===== config.mk =====
export PLATFORM = sky130hd
export DESIGN_NAME = des_key_schedule
export DESIGN_NICKNAME = d
export VERILOG_FILES = /design/src/rtl/des_key_schedule.sv
export SDC_FILE = /design/constraint.sdc
export NUM_CORES = 1
export LEC_CHECK = 0
export ABC_AREA = 1
export CAP_MARGIN = 30
export CORE_ASPECT_RATIO = 0.9
export CORE_MARGIN = 2
export CORE_UTILIZATION = 46
export DETAILED_ROUTE_END_ITERATION = 7
export PLACE_DENSITY = 0.81
export SLEW_MARGIN = 20
export SYNTH_ARGS = -nofsm -noshare
export SYNTH_HDL_FRONTEND = slang
export SYNTH_SLANG_ARGS = --single-unit

===== constraint.sdc =====
create_clock -name clk -period 2.6 [get_ports clk]
set_input_delay 0.65 -clock clk [delete_from_list [all_inputs] [get_ports clk]]
set_output_delay 0.65 -clock clk [all_outputs]
set_load 0.02 [all_outputs]

===== src/rtl/des_key_schedule.sv =====
// Sequential DES round-key source: PC-1 on the loaded key, then one C/D rotation per accepted round.
// Optional right-rotation (decrypt) schedule is built only when DES_KEY_SCHED_DECRYPT_EN is defined.
module des_key_schedule #(
  parameter int ROUNDS = 16
) (
  input  logic        clk,
  input  logic        rst,
  input  logic        start,
  input  logic        decrypt,
  input  logic [0:63] key_in,
  input  logic        cd_ready,
  output logic        cd_valid,
  output logic [0:55] cd_out,
  output logic [3:0]  round_idx,
  output logic        busy,
  output logic        done
);

  // FIPS 46-3 PC-1 with entries minus 1; index 0 is the key MSB.
  localparam int unsigned PC1_TAB [0:55] = '{
    56, 48, 40, 32, 24, 16,  8,  0, 57, 49, 41, 33, 25, 17,
     9,  1, 58, 50, 42, 34, 26, 18, 10,  2, 59, 51, 43, 35,
    62, 54, 46, 38, 30, 22, 14,  6, 61, 53, 45, 37, 29, 21,
    13,  5, 60, 52, 44, 36, 28, 20, 12,  4, 27, 19, 11,  3
  };

  typedef enum logic {IDLE, RUN} state_t;

  state_t      state_reg;
  logic [0:27] c_reg;
  logic [0:27] d_reg;
  logic [0:55] pc1_cd;
  logic [7:0]  unused_parity;

  genvar gi;
  generate
    for (gi = 0; gi < 56; gi++) begin : g_pc1
      assign pc1_cd[gi] = key_in[PC1_TAB[gi]];
    end
    for (gi = 0; gi < 8; gi++) begin : g_parity
      assign unused_parity[gi] = key_in[8*gi + 7];
    end
  endgenerate

  // Rounds 1, 2, 9 and 16 shift by one; the decrypt schedule starts from C16D16 = C0D0.
  function automatic logic [1:0] shift_amt(input logic [3:0] r, input logic dec);
    if (dec && (r == 4'd0))
      return 2'd0;
    if ((r == 4'd0) || (r == 4'd1) || (r == 4'd8) || (r == 4'd15))
      return 2'd1;
    return 2'd2;
  endfunction

  function automatic logic [0:27] rotl28(input logic [0:27] x, input logic [1:0] amt);
    logic [0:27] y;
    y = x;
    if (amt == 2'd1)
      y = {x[1:27], x[0]};
    else if (amt == 2'd2)
      y = {x[2:27], x[0:1]};
    return y;
  endfunction

  logic [3:0]  next_idx;
  logic        last_round;
  logic [0:27] load_c;
  logic [0:27] load_d;
  logic [0:27] step_c;
  logic [0:27] step_d;

  assign next_idx   = round_idx + 4'd1;
  assign last_round = (round_idx == 4'(ROUNDS - 1));

`ifdef DES_KEY_SCHED_DECRYPT_EN
  logic dec_reg;

  function automatic logic [0:27] rotr28(input logic [0:27] x, input logic [1:0] amt);
    logic [0:27] y;
    y = x;
    if (amt == 2'd1)
      y = {x[27], x[0:26]};
    else if (amt == 2'd2)
      y = {x[26:27], x[0:25]};
    return y;
  endfunction

  always_comb begin
    load_c = '0;
    load_d = '0;
    step_c = '0;
    step_d = '0;
    if (decrypt) begin
      load_c = rotr28(pc1_cd[0:27], shift_amt(4'd0, 1'b1));
      load_d = rotr28(pc1_cd[28:55], shift_amt(4'd0, 1'b1));
    end else begin
      load_c = rotl28(pc1_cd[0:27], shift_amt(4'd0, 1'b0));
      load_d = rotl28(pc1_cd[28:55], shift_amt(4'd0, 1'b0));
    end
    if (dec_reg) begin
      step_c = rotr28(c_reg, shift_amt(next_idx, 1'b1));
      step_d = rotr28(d_reg, shift_amt(next_idx, 1'b1));
    end else begin
      step_c = rotl28(c_reg, shift_amt(next_idx, 1'b0));
      step_d = rotl28(d_reg, shift_amt(next_idx, 1'b0));
    end
  end
`else
  logic unused_decrypt;
  assign unused_decrypt = decrypt;

  always_comb begin
    load_c = rotl28(pc1_cd[0:27], shift_amt(4'd0, 1'b0));
    load_d = rotl28(pc1_cd[28:55], shift_amt(4'd0, 1'b0));
    step_c = rotl28(c_reg, shift_amt(next_idx, 1'b0));
    step_d = rotl28(d_reg, shift_amt(next_idx, 1'b0));
  end
`endif

  always_ff @(posedge clk or posedge rst) begin
    if (rst) begin
      state_reg <= IDLE;
      c_reg     <= '0;
      d_reg     <= '0;
      round_idx <= '0;
      cd_valid  <= 1'b0;
      busy      <= 1'b0;
      done      <= 1'b0;
`ifdef DES_KEY_SCHED_DECRYPT_EN
      dec_reg   <= 1'b0;
`endif
    end else begin
      done <= 1'b0;
      case (state_reg)
        IDLE: begin
          if (start) begin
            state_reg <= RUN;
            c_reg     <= load_c;
            d_reg     <= load_d;
            round_idx <= 4'd0;
            cd_valid  <= 1'b1;
            busy      <= 1'b1;
`ifdef DES_KEY_SCHED_DECRYPT_EN
            dec_reg   <= decrypt;
`endif
          end
        end
        RUN: begin
          if (cd_valid && cd_ready) begin
            if (last_round) begin
              // cd_out and round_idx keep the final round's value.
              state_reg <= IDLE;
              cd_valid  <= 1'b0;
              busy      <= 1'b0;
              done      <= 1'b1;
            end else begin
              c_reg     <= step_c;
              d_reg     <= step_d;
              round_idx <= next_idx;
            end
          end
        end
        default: state_reg <= IDLE;
      endcase
    end
  end

  assign cd_out = {c_reg, d_reg};

endmodule

Word-level counts from Yosys, hierarchy flattened
Cells that the tools add are included.
W data, S select, Z words.
{ "word_totals": {"word_cells": 57, "regBits": 63, "romBits": 0, "memories": 0, "latchBits": 0, "mem_bits_rw": 0, "inputBits": 69} }
{ "classes": {"muxes": 30, "div_mod_pow": 0, "n_shift": 0, "mul": 0, "n_bitwise": 1, "eq_ne": 11, "reduce_logical": 8, "order_cmp": 0, "n_addsub": 1} }
{ "ops": {"columns": ["op", "n"], "rows": [
  ["$mux W28", 10],
  ["$pmux W28 S2", 2],
  ["$eq A4 B4 Y1 const B", 3],
  ["$mux W4", 3],
  ["$mux W1", 10],
  ["$pmux W4 S2", 1],
  ["$reduce_and A3 Y1", 2],
  ["$add A4 B1 Y4 const B", 1],
  ["$eq A4 B1 Y1 const B", 1],
  ["$logic_not A4 Y1", 1],
  ["$mux W2", 2],
  ["$ne A2 B1 Y1 const B", 2],
  ["$ne A2 B2 Y1 const B", 2],
  ["$pmux W1 S2", 2],
  ["$reduce_and A4 Y1", 1],
  ["$logic_or A1 B1 Y1", 3],
  ["$ne A3 B1 Y1 const B", 1],
  ["$eq A2 B1 Y1 const B", 1],
  ["$eq A2 B2 Y1 const B", 1],
  ["$logic_and A1 B1 Y1", 1],
  ["$not A1 Y1", 1]
]} }

Depth between registers and ports, before layout
{ "depth": {"word_depth": 13, "mapped_depth": 11} }

Worst setup path after synthesis
OpenSTA, ideal clock, no wires.
{ "synth_path": {"path_kind": "register to register", "from": "register round_idx[0]", "to": "register c_reg[10] (netlist bit)", "slack_ps": 799, "path_buffers": 2, "setup_ps": 122, "t_arrival_ps": 1679, "path_stages_with_launch": 8, "cell_sequence": "dfrtp_1 > ha_1 > nand2_2 > clkbuf_1 > clkbuf_1 > nand4_1 > nand3_1 > a21oi_1"} }
{ "synth_via": {"elab_chain_cells": 12, "word_cells_on_any_way": 20, "cone_classes": "1 x add/sub; 8 x eq/ne; 6 x mux; 5 x reduce/logical"} }
{ "synth_lines": {"columns": ["element", "line_no", "text"], "rows": [
  ["from (decl)", "14", "output logic [3:0] round_idx,"],
  ["from (signal assigned)", "158", "round_idx <= next_idx;"],
  ["$add A4 B1 Y4", "71", "assign next_idx = round_idx + 4'd1;"],
  ["$eq A4 B1 Y1 or $logic_not A4 Y1 (tied branches)", "49", "if ((r == 4'd0) || (r == 4'd1) || (r == 4'd8) || (r == 4'd15))"],
  ["$logic_or A1 B1 Y1 (3 in series)", "49", null],
  ["$mux W1", "49", null],
  ["$mux W2", "51", "return 2'd2;"],
  ["$eq A2 B1 Y1", "57", "if (amt == 2'd1)"],
  ["$mux W28", "57", null],
  ["$mux W28", "149", "if (last_round) begin"],
  ["$mux W28", "148", "if (cd_valid && cd_ready) begin"],
  ["$pmux W28 S2", "133", "case (state_reg)"],
  ["to (signal assigned)", "137", "c_reg <= load_c;"],
  ["to (signal assigned)", "156", "c_reg <= step_c;"],
  ["to (decl)", "30", "logic [0:27] c_reg;"]
]} }
Several ways; a longest one is shown, not always the timed one. The select of a mux whose other input is x is not followed.
A chain may end at the register's enable or synchronous reset.

Worst setup path after layout
{ "layout_path": {"from": "register round_idx[0]", "to": "register c_reg[0] (netlist bit)"} }
Same word-level chain as after synthesis.

==> qor.csv <==
stage;metric;value;unit
run_status;status;complete, no violations;
global_routing;vias in the first global route;3931;
worst_hold_path;endpoint of the worst hold path;c_reg[4];
final_layout;area grow syn2layout;39.3;%
timing;fin crit share;83.2;%
power_and_ir_drop;VDD IR-drop max;0.725;mV
timing;Slew HR;56.6;%
timing;Final Hold Vio Count;0;
yosys;Avg Cell Area, Syn;7.09;sq um
timing;setup_tns;0;ns
die;initial core utilization;47.6;%
clock_tree;clock-pin slew on the worst setup and hold paths;0.07;ns
placement;post-DP HPWL;7.64;mm
die;die height;90.7;um
timing;Max Fclk;462;MHz
clock_tree;Clock Sinks;63;
yosys;Unique masters post-synth;21;
timing;Least-Margin Pin Slew;0.651;ns
worst_hold_path;worst hold path type;flop to flop;
yosys;Mapped Area;3840;sq um
global_routing;first-pass GRT wire length;18.8;mm
drt;post-route antenna net violation count;0;
setup_path;Setup crit start kind;flop;
die;Site Rows;31;
global_routing;GRT Total Usage;25.1;%
placement;placed cell area;5130;sq um
setup_path;r2r worst-path depth;9;
clock_tree;Setup Fix Bufs, Post-CTS;0;
setup_path;critical path peak fanout;21;
yosys;number of synthesized register bits;63;
placement;placed cells;729;
setup_path;Worst EP arrival;2.42;ns
drt;DRT Pass-1 Iters;5;
clock_tree;post_cts resized;0;
yosys;sequential area share after synthesis;41.0;%
power_and_ir_drop;Pleak;0.00267;uW
clock_tree;worst skew pair latency;0.33;ns
yosys;Mapped Cells;542;
worst_hold_path;hold path startpoint;c_reg[4];
yosys;Post-Syn Nets;614;
drt;Initial DRC Count;232;
drt;total number of vias;4212;
run;Max Cap Viol;0;
clock_tree;CTS buffer count;9;
yosys;Syn. warnings;0;
final_layout;cell area after layout;5350;sq um
placement;RePlAce Congestion;0.816;
die;placeable core area;8070;sq um
timing;Final Skew;0.00851;ns
global_routing;largest net degree at the start of global routing;58;
global_routing;initial antenna violation count;0;
clock_tree;# hold bufs at CTS;0;
timing;final number of setup-violating endpoints;0;
final_layout;total inserted antenna cells;0;
setup_path;Worst R2R End;c_reg[0];
timing;Period minus WS final;2.16;ns
placement;I/O Buffers;122;
clock_tree;CTS max path bufs;2;
die;I/O pins;132;
clock_tree;CTS tree;built;
setup_path;crit path kind;flop to flop;
drt;DRC viols;0;
clock_tree;H-tree Lvls;3;
timing;RSZ-0062 raised after global routing;no;
power_and_ir_drop;Overall Power;5430;uW
drt;Via density;5.65;
drt;WL final;11.7;mm
die;die width;100;um
setup_path;crit path from;round_idx[0];
final_layout;layout cells sized above 1;6.04;%
setup_path;CP endpoint kind;flop;
setup_path;Critical Path RT;2.85;ns
setup_path;flop-to-flop setup slack;0.44;ns
worst_hold_path;Hold Crit Depth;2;
final_layout;Fillers;700;
timing;max-slew violation count;0;
setup_path;Reg-to-Reg Start;round_idx[0];
drt;WL/cell;15.7;um
clock_tree;clock root cell;clkbuf_8;
final_layout;Finished Layout Cells;745;
final_layout;Nets;713;
power_and_ir_drop;Power Dens Cells;1010;nW/um^2
global_routing;grt ovf;0;
die;die area;9100;sq um
-- synthesized netlist by cell type --
cell / n / share of area (%)
a21oi_1: 113 / 15
inv_1: 64 / 6.2
dfrtp_1: 63 / 41
nor2_1: 62 / 6.1
nand3_1: 61 / 7.9
nand2_1: 60 / 5.9
nand4_1: 57 / 9.3
clkbuf_1: 22 / 2.1
buf_2: 15 / 2.0
buf_1: 6 / 0.59
buf_4: 3 / 0.59
buf_6: 3 / 0.88
ha_1: 3 / 0.98
nor3_1: 2 / 0.26
o21ai_1: 2 / 0.26
a21oi_4: 1 / 0.42
a32o_1: 1 / 0.26
inv_2: 1 / 0.098
nand2_2: 1 / 0.16
nor2_2: 1 / 0.16
o21ai_0: 1 / 0.13
-- per-stage QoR --
| stage | worst slack [ns] | util [%] | hold WS [ns] |
|---|---|---|---|
| after floorplan | 0.380 | - | 0.605 |
| after global placement | 0.286 | 63.6 | 0.536 |
| after detailed placement | 0.227 | 63.6 | 0.548 |
| after CTS | 0.458 | 66.3 | 0.565 |
| after global routing | 0.327 | 66.3 | 0.592 |
| final | 0.438 | 66.3 | 0.565 |
-- power breakdown --
group          switching [uW]  internal (uW)  leakage [uW]
Sequential                262           1260      0.000609
Clock                     383            593      0.000114
Combinational            1740           1190       0.00194
Total                    2390           3040       0.00267
-- final cells by class --
| type | count | area (sq um) | area share (%) |
|---|---|---|---|
| repair buffers | 137 | 1380 | 25.9 |
| multi-input cells | 365 | 1800 | 33.6 |
| inverters | 65 | 244 | 4.56 |
| clock inverters | 3 | 65.1 | 1.22 |
| well taps | 99 | 124 | 2.31 |
| flip-flops and latches | 63 | 1580 | 29.5 |
| clock buffers | 13 | 159 | 2.97 |
-- kinds of logic (layout without fill, tap and decap cells) --
logic type,after synthesis,after routing,synth area share [%]
flops,63,63,41.0
simple gates,244,244,29.7
buf+inv,114,218,12.5
compound gates,118,118,15.8
fa+ha+maj,3,3,0.977
-- worst max-delay path: stages (launching register included) --
cell and delay (ns):
dfrtp_1 0.45, ha_1 0.27, nor2_1 0.15, nor2_1 0.08
nand3_2 0.09, nand3_2 0.40, buf_12 0.33, nand2_1 0.06
nand3_1 0.10, a21oi_1 0.16
-- layout by cell type (no fill, tap or decap), drive strengths merged --
| master | n |
|---|---|
| clkdlybuf4s50 | 122 |
| a32o | 1 |
| nor2 | 63 |
| inv | 65 |
| nor3 | 2 |
| clkbuf | 13 |
| clkinv | 1 |
| buf | 15 |
| nand4 | 57 |
| bufinv | 2 |
| a21oi | 114 |
| ha | 3 |
| dfrtp | 63 |
| o21ai | 3 |
| nand3 | 61 |
| nand2 | 61 |
-- routing by layer --
layer / GRT usage [%] / up-vias / share of wire, %
met5: 0 / - / 0
met4: 7.88 / 0 / 1.8
met3: 6.19 / 20 / 8.1
met2: 39.5 / 184 / 47
met1: 34.0 / 1981 / 43
li1: - / 2027 / -
-- worst max path at each step --
stage / to / slack (ns) / depth (start not counted)
after floorplan: busy / 0.38 / 1
after detailed placement: c_reg[7] / 0.23 / 8
after global routing: c_reg[0] / 0.33 / 9
after global placement: c_reg[13] / 0.29 / 8
after CTS: d_reg[25] / 0.46 / 9
final: c_reg[0] / 0.44 / 9
(Power assumes the default switching activity.)
